[src/rtl/change_log_arbiter_if.sv]
// Request and memory-port bundle between the change loggers, the shared log
// memory and the control thread.
interface change_log_arbiter_if #(
    parameter int unsigned NUM_REQ    = 4,
    parameter int unsigned DATA_WIDTH = 32,
    parameter int unsigned ADDR_LEN   = 10
) ();
    logic [NUM_REQ*DATA_WIDTH-1:0] REQ_DATA;
    logic [NUM_REQ-1:0]            REQ_VALID;
    logic [NUM_REQ-1:0]            REQ_READY;
    logic                          CLEAR;
    logic [ADDR_LEN-1:0]           MEM_ADDR;
    logic [DATA_WIDTH-1:0]         MEM_D;
    logic                          MEM_WE;
    logic [4:0]                    GRANT_ID;
    logic [ADDR_LEN:0]             COUNT;
    logic                          FULL;

    modport master (
        output REQ_DATA, REQ_VALID, CLEAR,
        input  REQ_READY, MEM_ADDR, MEM_D, MEM_WE, GRANT_ID, COUNT, FULL
    );

    modport slave (
        input  REQ_DATA, REQ_VALID, CLEAR,
        output REQ_READY, MEM_ADDR, MEM_D, MEM_WE, GRANT_ID, COUNT, FULL
    );
endinterface

[src/rtl/change_log_arbiter.sv]
// Round-robin arbiter sharing one single-port memory write port among the
// change loggers; one holding slot per requester, writes go to consecutive addresses.
module change_log_arbiter #(
    parameter int unsigned NUM_REQ    = 4,
    parameter int unsigned DATA_WIDTH = 32,
    parameter int unsigned ADDR_LEN   = 10
) (
    input  logic                 CLK,
    input  logic                 RST,
    change_log_arbiter_if.slave  bus
);
    localparam int unsigned ID_W  = 5;
    localparam int unsigned SUM_W = ID_W + 1;
    localparam int unsigned CNT_W = ADDR_LEN + 1;
    localparam logic [CNT_W-1:0] CAPACITY = {1'b1, {ADDR_LEN{1'b0}}};

    logic [NUM_REQ-1:0]    hold_valid;
    logic [DATA_WIDTH-1:0] hold_data [NUM_REQ];
    logic [ADDR_LEN-1:0]   wr_ptr;
    logic [CNT_W-1:0]      count;
    logic                  full;
    logic [ID_W-1:0]       rr_ptr;

    logic                  mem_we;
    logic [ADDR_LEN-1:0]   mem_addr;
    logic [DATA_WIDTH-1:0] mem_d;
    logic [ID_W-1:0]       grant_id;

    logic [NUM_REQ-1:0]    rot_c;
    logic [ID_W-1:0]       off_c;
    logic [SUM_W-1:0]      sum_c;
    logic                  grant_valid_c;
    logic [ID_W-1:0]       grant_id_c;
    logic [DATA_WIDTH-1:0] grant_data_c;

    // Rotate the held slots so rr_ptr sits at bit 0, then take the lowest set bit.
    always_comb begin
        rot_c         = NUM_REQ'({hold_valid, hold_valid} >> rr_ptr);
        off_c         = '0;
        grant_valid_c = 1'b0;
        grant_data_c  = '0;
        for (int j = NUM_REQ - 1; j >= 0; j--) begin
            if (rot_c[j]) begin
                off_c         = ID_W'(j);
                grant_valid_c = 1'b1;
            end
        end
        sum_c = SUM_W'(rr_ptr) + SUM_W'(off_c);
        if (sum_c >= SUM_W'(NUM_REQ)) begin
            grant_id_c = ID_W'(sum_c - SUM_W'(NUM_REQ));
        end else begin
            grant_id_c = ID_W'(sum_c);
        end
        if (full || bus.CLEAR) begin
            grant_valid_c = 1'b0;
        end
        for (int i = 0; i < NUM_REQ; i++) begin
            if (grant_id_c == ID_W'(i)) begin
                grant_data_c = hold_data[i];
            end
        end
    end

    // Slot occupancy: a slot is either being filled or being drained, never both.
    always_ff @(posedge CLK) begin
        if (!RST) begin
            hold_valid <= '0;
        end else begin
            for (int i = 0; i < NUM_REQ; i++) begin
                if (bus.REQ_VALID[i] && !hold_valid[i]) begin
                    hold_valid[i] <= 1'b1;
                end else if (grant_valid_c && grant_id_c == ID_W'(i)) begin
                    hold_valid[i] <= 1'b0;
                end
            end
        end
    end

    // Slot payload needs no reset; hold_valid qualifies it.
    always_ff @(posedge CLK) begin
        for (int i = 0; i < NUM_REQ; i++) begin
            if (RST && bus.REQ_VALID[i] && !hold_valid[i]) begin
                hold_data[i] <= bus.REQ_DATA[i*DATA_WIDTH +: DATA_WIDTH];
            end
        end
    end

    // Write port, log pointer, fill level and round-robin pointer.
    always_ff @(posedge CLK) begin
        if (!RST) begin
            wr_ptr   <= '0;
            count    <= '0;
            full     <= 1'b0;
            rr_ptr   <= '0;
            mem_we   <= 1'b0;
            mem_addr <= '0;
            mem_d    <= '0;
            grant_id <= '0;
        end else if (bus.CLEAR) begin
            wr_ptr <= '0;
            count  <= '0;
            full   <= 1'b0;
            mem_we <= 1'b0;
        end else if (grant_valid_c) begin
            mem_we   <= 1'b1;
            mem_addr <= wr_ptr;
            mem_d    <= grant_data_c;
            grant_id <= grant_id_c;
            wr_ptr   <= wr_ptr + ADDR_LEN'(1);
            count    <= count + CNT_W'(1);
            full     <= (count + CNT_W'(1)) == CAPACITY;
            rr_ptr   <= (grant_id_c == ID_W'(NUM_REQ - 1)) ? '0 : grant_id_c + ID_W'(1);
        end else begin
            mem_we <= 1'b0;
        end
    end

    assign bus.REQ_READY = {NUM_REQ{RST}} & ~hold_valid;
    assign bus.MEM_WE    = mem_we;
    assign bus.MEM_ADDR  = mem_addr;
    assign bus.MEM_D     = mem_d;
    assign bus.GRANT_ID  = grant_id;
    assign bus.COUNT     = count;
    assign bus.FULL      = full;
endmodule

[src/flat_wrapper.sv]
// flat-port wrapper written by rule: the top's interface ports become plain ports
module change_log_arbiter_flat 
#(
    parameter int unsigned NUM_REQ    = 4,
    parameter int unsigned DATA_WIDTH = 32,
    parameter int unsigned ADDR_LEN   = 10
)
  (CLK, RST, bus_REQ_DATA, bus_REQ_VALID, bus_CLEAR, bus_REQ_READY, bus_MEM_ADDR, bus_MEM_D, bus_MEM_WE, bus_GRANT_ID, bus_COUNT, bus_FULL);
  change_log_arbiter_if #(.NUM_REQ(NUM_REQ), .DATA_WIDTH(DATA_WIDTH), .ADDR_LEN(ADDR_LEN)) bus_i ();
  input  logic CLK;
  input  logic RST;
  input wire logic [$bits(bus_i.REQ_DATA)-1:0] bus_REQ_DATA;
  input wire logic [$bits(bus_i.REQ_VALID)-1:0] bus_REQ_VALID;
  input wire logic [$bits(bus_i.CLEAR)-1:0] bus_CLEAR;
  output wire logic [$bits(bus_i.REQ_READY)-1:0] bus_REQ_READY;
  output wire logic [$bits(bus_i.MEM_ADDR)-1:0] bus_MEM_ADDR;
  output wire logic [$bits(bus_i.MEM_D)-1:0] bus_MEM_D;
  output wire logic [$bits(bus_i.MEM_WE)-1:0] bus_MEM_WE;
  output wire logic [$bits(bus_i.GRANT_ID)-1:0] bus_GRANT_ID;
  output wire logic [$bits(bus_i.COUNT)-1:0] bus_COUNT;
  output wire logic [$bits(bus_i.FULL)-1:0] bus_FULL;
  assign bus_i.REQ_DATA = bus_REQ_DATA;
  assign bus_i.REQ_VALID = bus_REQ_VALID;
  assign bus_i.CLEAR = bus_CLEAR;
  assign bus_REQ_READY = bus_i.REQ_READY;
  assign bus_MEM_ADDR = bus_i.MEM_ADDR;
  assign bus_MEM_D = bus_i.MEM_D;
  assign bus_MEM_WE = bus_i.MEM_WE;
  assign bus_GRANT_ID = bus_i.GRANT_ID;
  assign bus_COUNT = bus_i.COUNT;
  assign bus_FULL = bus_i.FULL;
  change_log_arbiter #(.NUM_REQ(NUM_REQ), .DATA_WIDTH(DATA_WIDTH), .ADDR_LEN(ADDR_LEN)) u_core (.CLK(CLK), .RST(RST), .bus(bus_i));
endmodule
[config.mk]
export PLATFORM = sky130hd
export DESIGN_NAME = change_log_arbiter_flat
export DESIGN_NICKNAME = d
export VERILOG_FILES = /design/src/rtl/change_log_arbiter_if.sv /design/src/rtl/change_log_arbiter.sv /design/src/flat_wrapper.sv
export SDC_FILE = /design/constraint.sdc
export NUM_CORES = 1
export LEC_CHECK = 0
export ABC_CLOCK_PERIOD_IN_PS = 6600
export CAP_MARGIN = 30
export CORE_AREA = 2 2 141 143
export DETAILED_ROUTE_END_ITERATION = 8
export DIE_AREA = 0 0 143 145
export PLACE_DENSITY = 0.73
export SYNTH_ARGS = -nofsm -noshare
export SYNTH_HDL_FRONTEND = slang
export SYNTH_SLANG_ARGS = --single-unit
[constraint.sdc]
create_clock -name CLK -period 6.6 [get_ports CLK]
set_input_delay 0.66 -clock CLK [delete_from_list [all_inputs] [get_ports CLK]]
set_output_delay 0.66 -clock CLK [all_outputs]
set_load 0.01 [all_outputs]
==> results.sh <==
export IMPL_crit_fanout=14
export IMPL_min_path_cells=2
export IMPL_num_vias=6411
export IMPL_setup_slack_ns=1.068
export IMPL_syn_to_final_growth_pct=33.17
export IMPL_wl_mm=21.67
export IMPL_multiInputGateArea_sq_um=3014
export IMPL_post_route_period_util_pct=83.82
export IMPL_max_freq_mhz=180.8
export IMPL_place_gp_congestion=0.8926
export IMPL_io_pins=199
export IMPL_layout_min_cycle_time_ns=5.532
export IMPL_r2r_slack_ns=1.07
export IMPL_ys_warn_count=0
export IMPL_regArea_sq_um=5425
export IMPL_status="completed"
export IMPL_dr_pass1_iters=5
export IMPL_ys_ff_latch=207
export IMPL_synthFlopType="edfxtp_1"
export IMPL_max_slew_margin_rel_pct=33.21
export IMPL_grt_use_total_pct=20.88
export IMPL_numCtsBuffers=23
export IMPL_rows=51
export IMPL_diodes=0
export IMPL_yosysUniqueCellTypes=61
export IMPL_start_kind="register"
export IMPL_worstSetupEndpointType="register"
export IMPL_fillers=1562
export IMPL_cts_reportedPaths_clkPinSlew_ns=0.06
export IMPL_cp_data_arrival_time_ns=5.99
export IMPL_required_ns=7.06
export IMPL_hpwl_mm=14.84
export IMPL_netlist_area_leader_share_pct=44.30
export IMPL_grt_pass1_vias=6318
export IMPL_rsz0062_at_grt="no"
export IMPL_reg2reg_to="u_core.bus.MEM_D[4]"
export IMPL_htreeDepth=1
export IMPL_clock_latency_ns=0.51
export IMPL_min_to="u_core.bus.MEM_ADDR[8]"
export IMPL_core_sq_um=19210
export IMPL_port_buffers=198
export IMPL_dieWidth_um=143
export IMPL_postCtsHoldBufs=0
export IMPL_power_density_nw_per_um2=442.8
export IMPL_hold_viol=0
export IMPL_r2r_cells=15
export IMPL_start_util_pct=45.17
export IMPL_p_total_mw=5.116
export IMPL_holdWs_ns=0.4558
export IMPL_postCtsSetupRepairBufs=0
export IMPL_syn_avg_cell_area_sq_um=11.71
export IMPL_cts_sinks=207
export IMPL_hold_path_class="reg -> reg"
export IMPL_final_max_slew_viol_count=0
export IMPL_yosysTopAreaCell="edfxtp_1"
export IMPL_finalNonFillerCells=1205
export IMPL_fin_nets=1069
export IMPL_setup_tns_ns=0
export IMPL_synth_edff_count=128
export IMPL_clockBufferDepth=3
export IMPL_r2r_start="u_core.rr_ptr[0]"
export IMPL_maxCapViolations=0
export IMPL_vdd_ir_drop_max_v=0.0003193
export IMPL_synth_area_leaders="edfxtp_1 (44%), dfxtp_1 (18%), nand2_1 (3.2%)"
export IMPL_crit_buf_inv=2
export IMPL_grt_max_degree=69
export IMPL_cts_root_buf="clkbuf_16"
export IMPL_dp_cells=1163
export IMPL_synth_area_sq_um=8676
export IMPL_synth_nets=887
export IMPL_tightest_slew_ns=1.001
export IMPL_dieArea_sq_um=20740
export IMPL_die_y_um=145
export IMPL_power_leakage_nw=4.083
export IMPL_synth_most_common_cell="edfxtp_1"
export IMPL_first_iter_violations=510
export IMPL_netlist_instances=741
export IMPL_cts_tree="yes"
export IMPL_cts_resized_gates=0
export IMPL_detail_route_antenna_nets=0
export IMPL_via_per_inst=5.320
export IMPL_clock_skew_ns=0.02516
export IMPL_drc_errors=0
export IMPL_final_layout_size_suffix_gt1_share_pct=6.064
export IMPL_setup_viol=0
export IMPL_preCtsSetupSlack_ns=1.201
export IMPL_cp_slowest_cell="a2111oi_0"
export IMPL_holdCritStartpoint="u_core.bus.MEM_ADDR[8]"
export IMPL_synth_common_cells="edfxtp_1 (128), dfxtp_1 (79), nand2_1 (75), nor3_1 (48), clkbuf_1 (39)"
export IMPL_gr_total_overflow=0
export IMPL_grt_pass1_wl_mm=34.37
export IMPL_yosysSeqAreaShare_pct=62.53
export IMPL_routedWlPerCell_um=17.98
export IMPL_worst_setup_path_type="reg -> reg"
export IMPL_async_flop_share_pct=0
export IMPL_slowest_delay_ns=0.74
export IMPL_antenna_found_initial=0
export IMPL_cpLargestDelayFamily="compound AO/OA/AOI/OAI gates"
export IMPL_path_cells="nor2b_1 -> a2111oi_0 -> o21ai_0 -> a31oi_1 -> ha_1 -> a21oi_1 -> o22ai_1 -> inv_1 -> ha_1 -> xnor3_1 -> o22ai_1 -> nand3_1 -> nor3_2 -> buf_4 -> a221o_1"
cells by family (layout without fill, tap and decap cells):
kind of cell	after synthesis	after routing	share of synthesized area [%]
flops	207	207	62.53
xor+xnor	21	21	2.365
simple gates	259	259	14.91
buf+inv	61	260	3.000
fa+ha+maj	11	11	1.673
mux	6	6	0.6923
compound gates	176	176	14.83
through the flow:
step	utilization, %	area [sq um]
after floorplan	-	8676
after global placement	56.54	10860
after detailed placement	56.54	10860
after CTS	60.15	11550
after global routing	60.15	11550
final	60.15	11550
how the worst max path moves through the flow:
stage	from	endpoint	slack (ns)	cells past startpoint
floorplan	u_core.rr_ptr[1]	u_core.bus.MEM_D[0]	2.16	17
detailed placement	u_core.rr_ptr[0]	u_core.bus.MEM_D[28]	1.20	15
global route	u_core.rr_ptr[0]	u_core.bus.MEM_D[29]	0.51	15
global placement	u_core.rr_ptr[1]	u_core.bus.MEM_D[0]	1.37	15
CTS	u_core.rr_ptr[0]	u_core.bus.MEM_D[28]	1.16	15
finish	u_core.rr_ptr[0]	u_core.bus.MEM_D[4]	1.07	15
metal layers:
metal,GRT usage [%],wire length [um],vias to the layer above
li1,-,-,3132
met1,27.99,9269,3057
met2,34.69,10770,196
met3,4.026,1237,26
met4,5.545,390,0
met5,0,0,-
sequential cells by signal, indices dropped and copies added (netlist names):
signal / cells
u_core.bus.GRANT_ID: 5
u_core.hold_valid: 4
u_core.wr_ptr: 10
u_core.hold_data: 128
u_core.bus.FULL: 1
u_core.rr_ptr: 5
u_core.bus.MEM_D: 32
u_core.bus.MEM_ADDR: 10
u_core.bus.MEM_WE: 1
u_core.bus.COUNT: 11
cell type report:
type / instances / share of cell area [%]
Clock inverter: 10 / 0.6389
Clock buffer: 32 / 5.361
Inverter: 10 / 0.3249
Multi-Input combinational cell: 473 / 26.09
Tap cell: 265 / 2.870
Timing Repair Buffer: 208 / 17.76
Sequential cell: 207 / 46.96
placed cells by master (no fill, tap or decap), types with 10 or more instances in the layout:
cell type and count:
a22oi_1 21, and2_1 14, nand2_1 75, nor2_1 34
and3_1 23, a221oi_1 13, a221o_1 10, dfxtp_1 79
a2111o_1 11, clkdlybuf4s50_1 197, nor3_1 48, buf_4 10
a21oi_1 18, nor2b_1 17, o21a_1 17, a21boi_0 12
nand3_1 12, edfxtp_1 128, o21ai_0 36, xor2_1 14
clkbuf_16 23
worst reg2reg max path, stage by stage, from the launching register on:
cell and delay, ns:
dfxtp_1 0.63, nor2b_1 0.09, a2111oi_0 0.74, o21ai_0 0.20
a31oi_1 0.31, ha_1 0.32, a21oi_1 0.32, o22ai_1 0.18
inv_1 0.20, ha_1 0.31, xnor3_1 0.37, o22ai_1 0.22
nand3_1 0.46, nor3_2 0.64, buf_4 0.30, a221o_1 0.17
power breakdown:
part	total [mW]	switching [mW]	internal [mW]
registers	1.62	0.0965	1.53
clock network	1.19	0.496	0.693
logic	2.30	1.43	0.872
total	5.12	2.02	3.09
No activity file was read; power rests on OpenSTA's default activity.
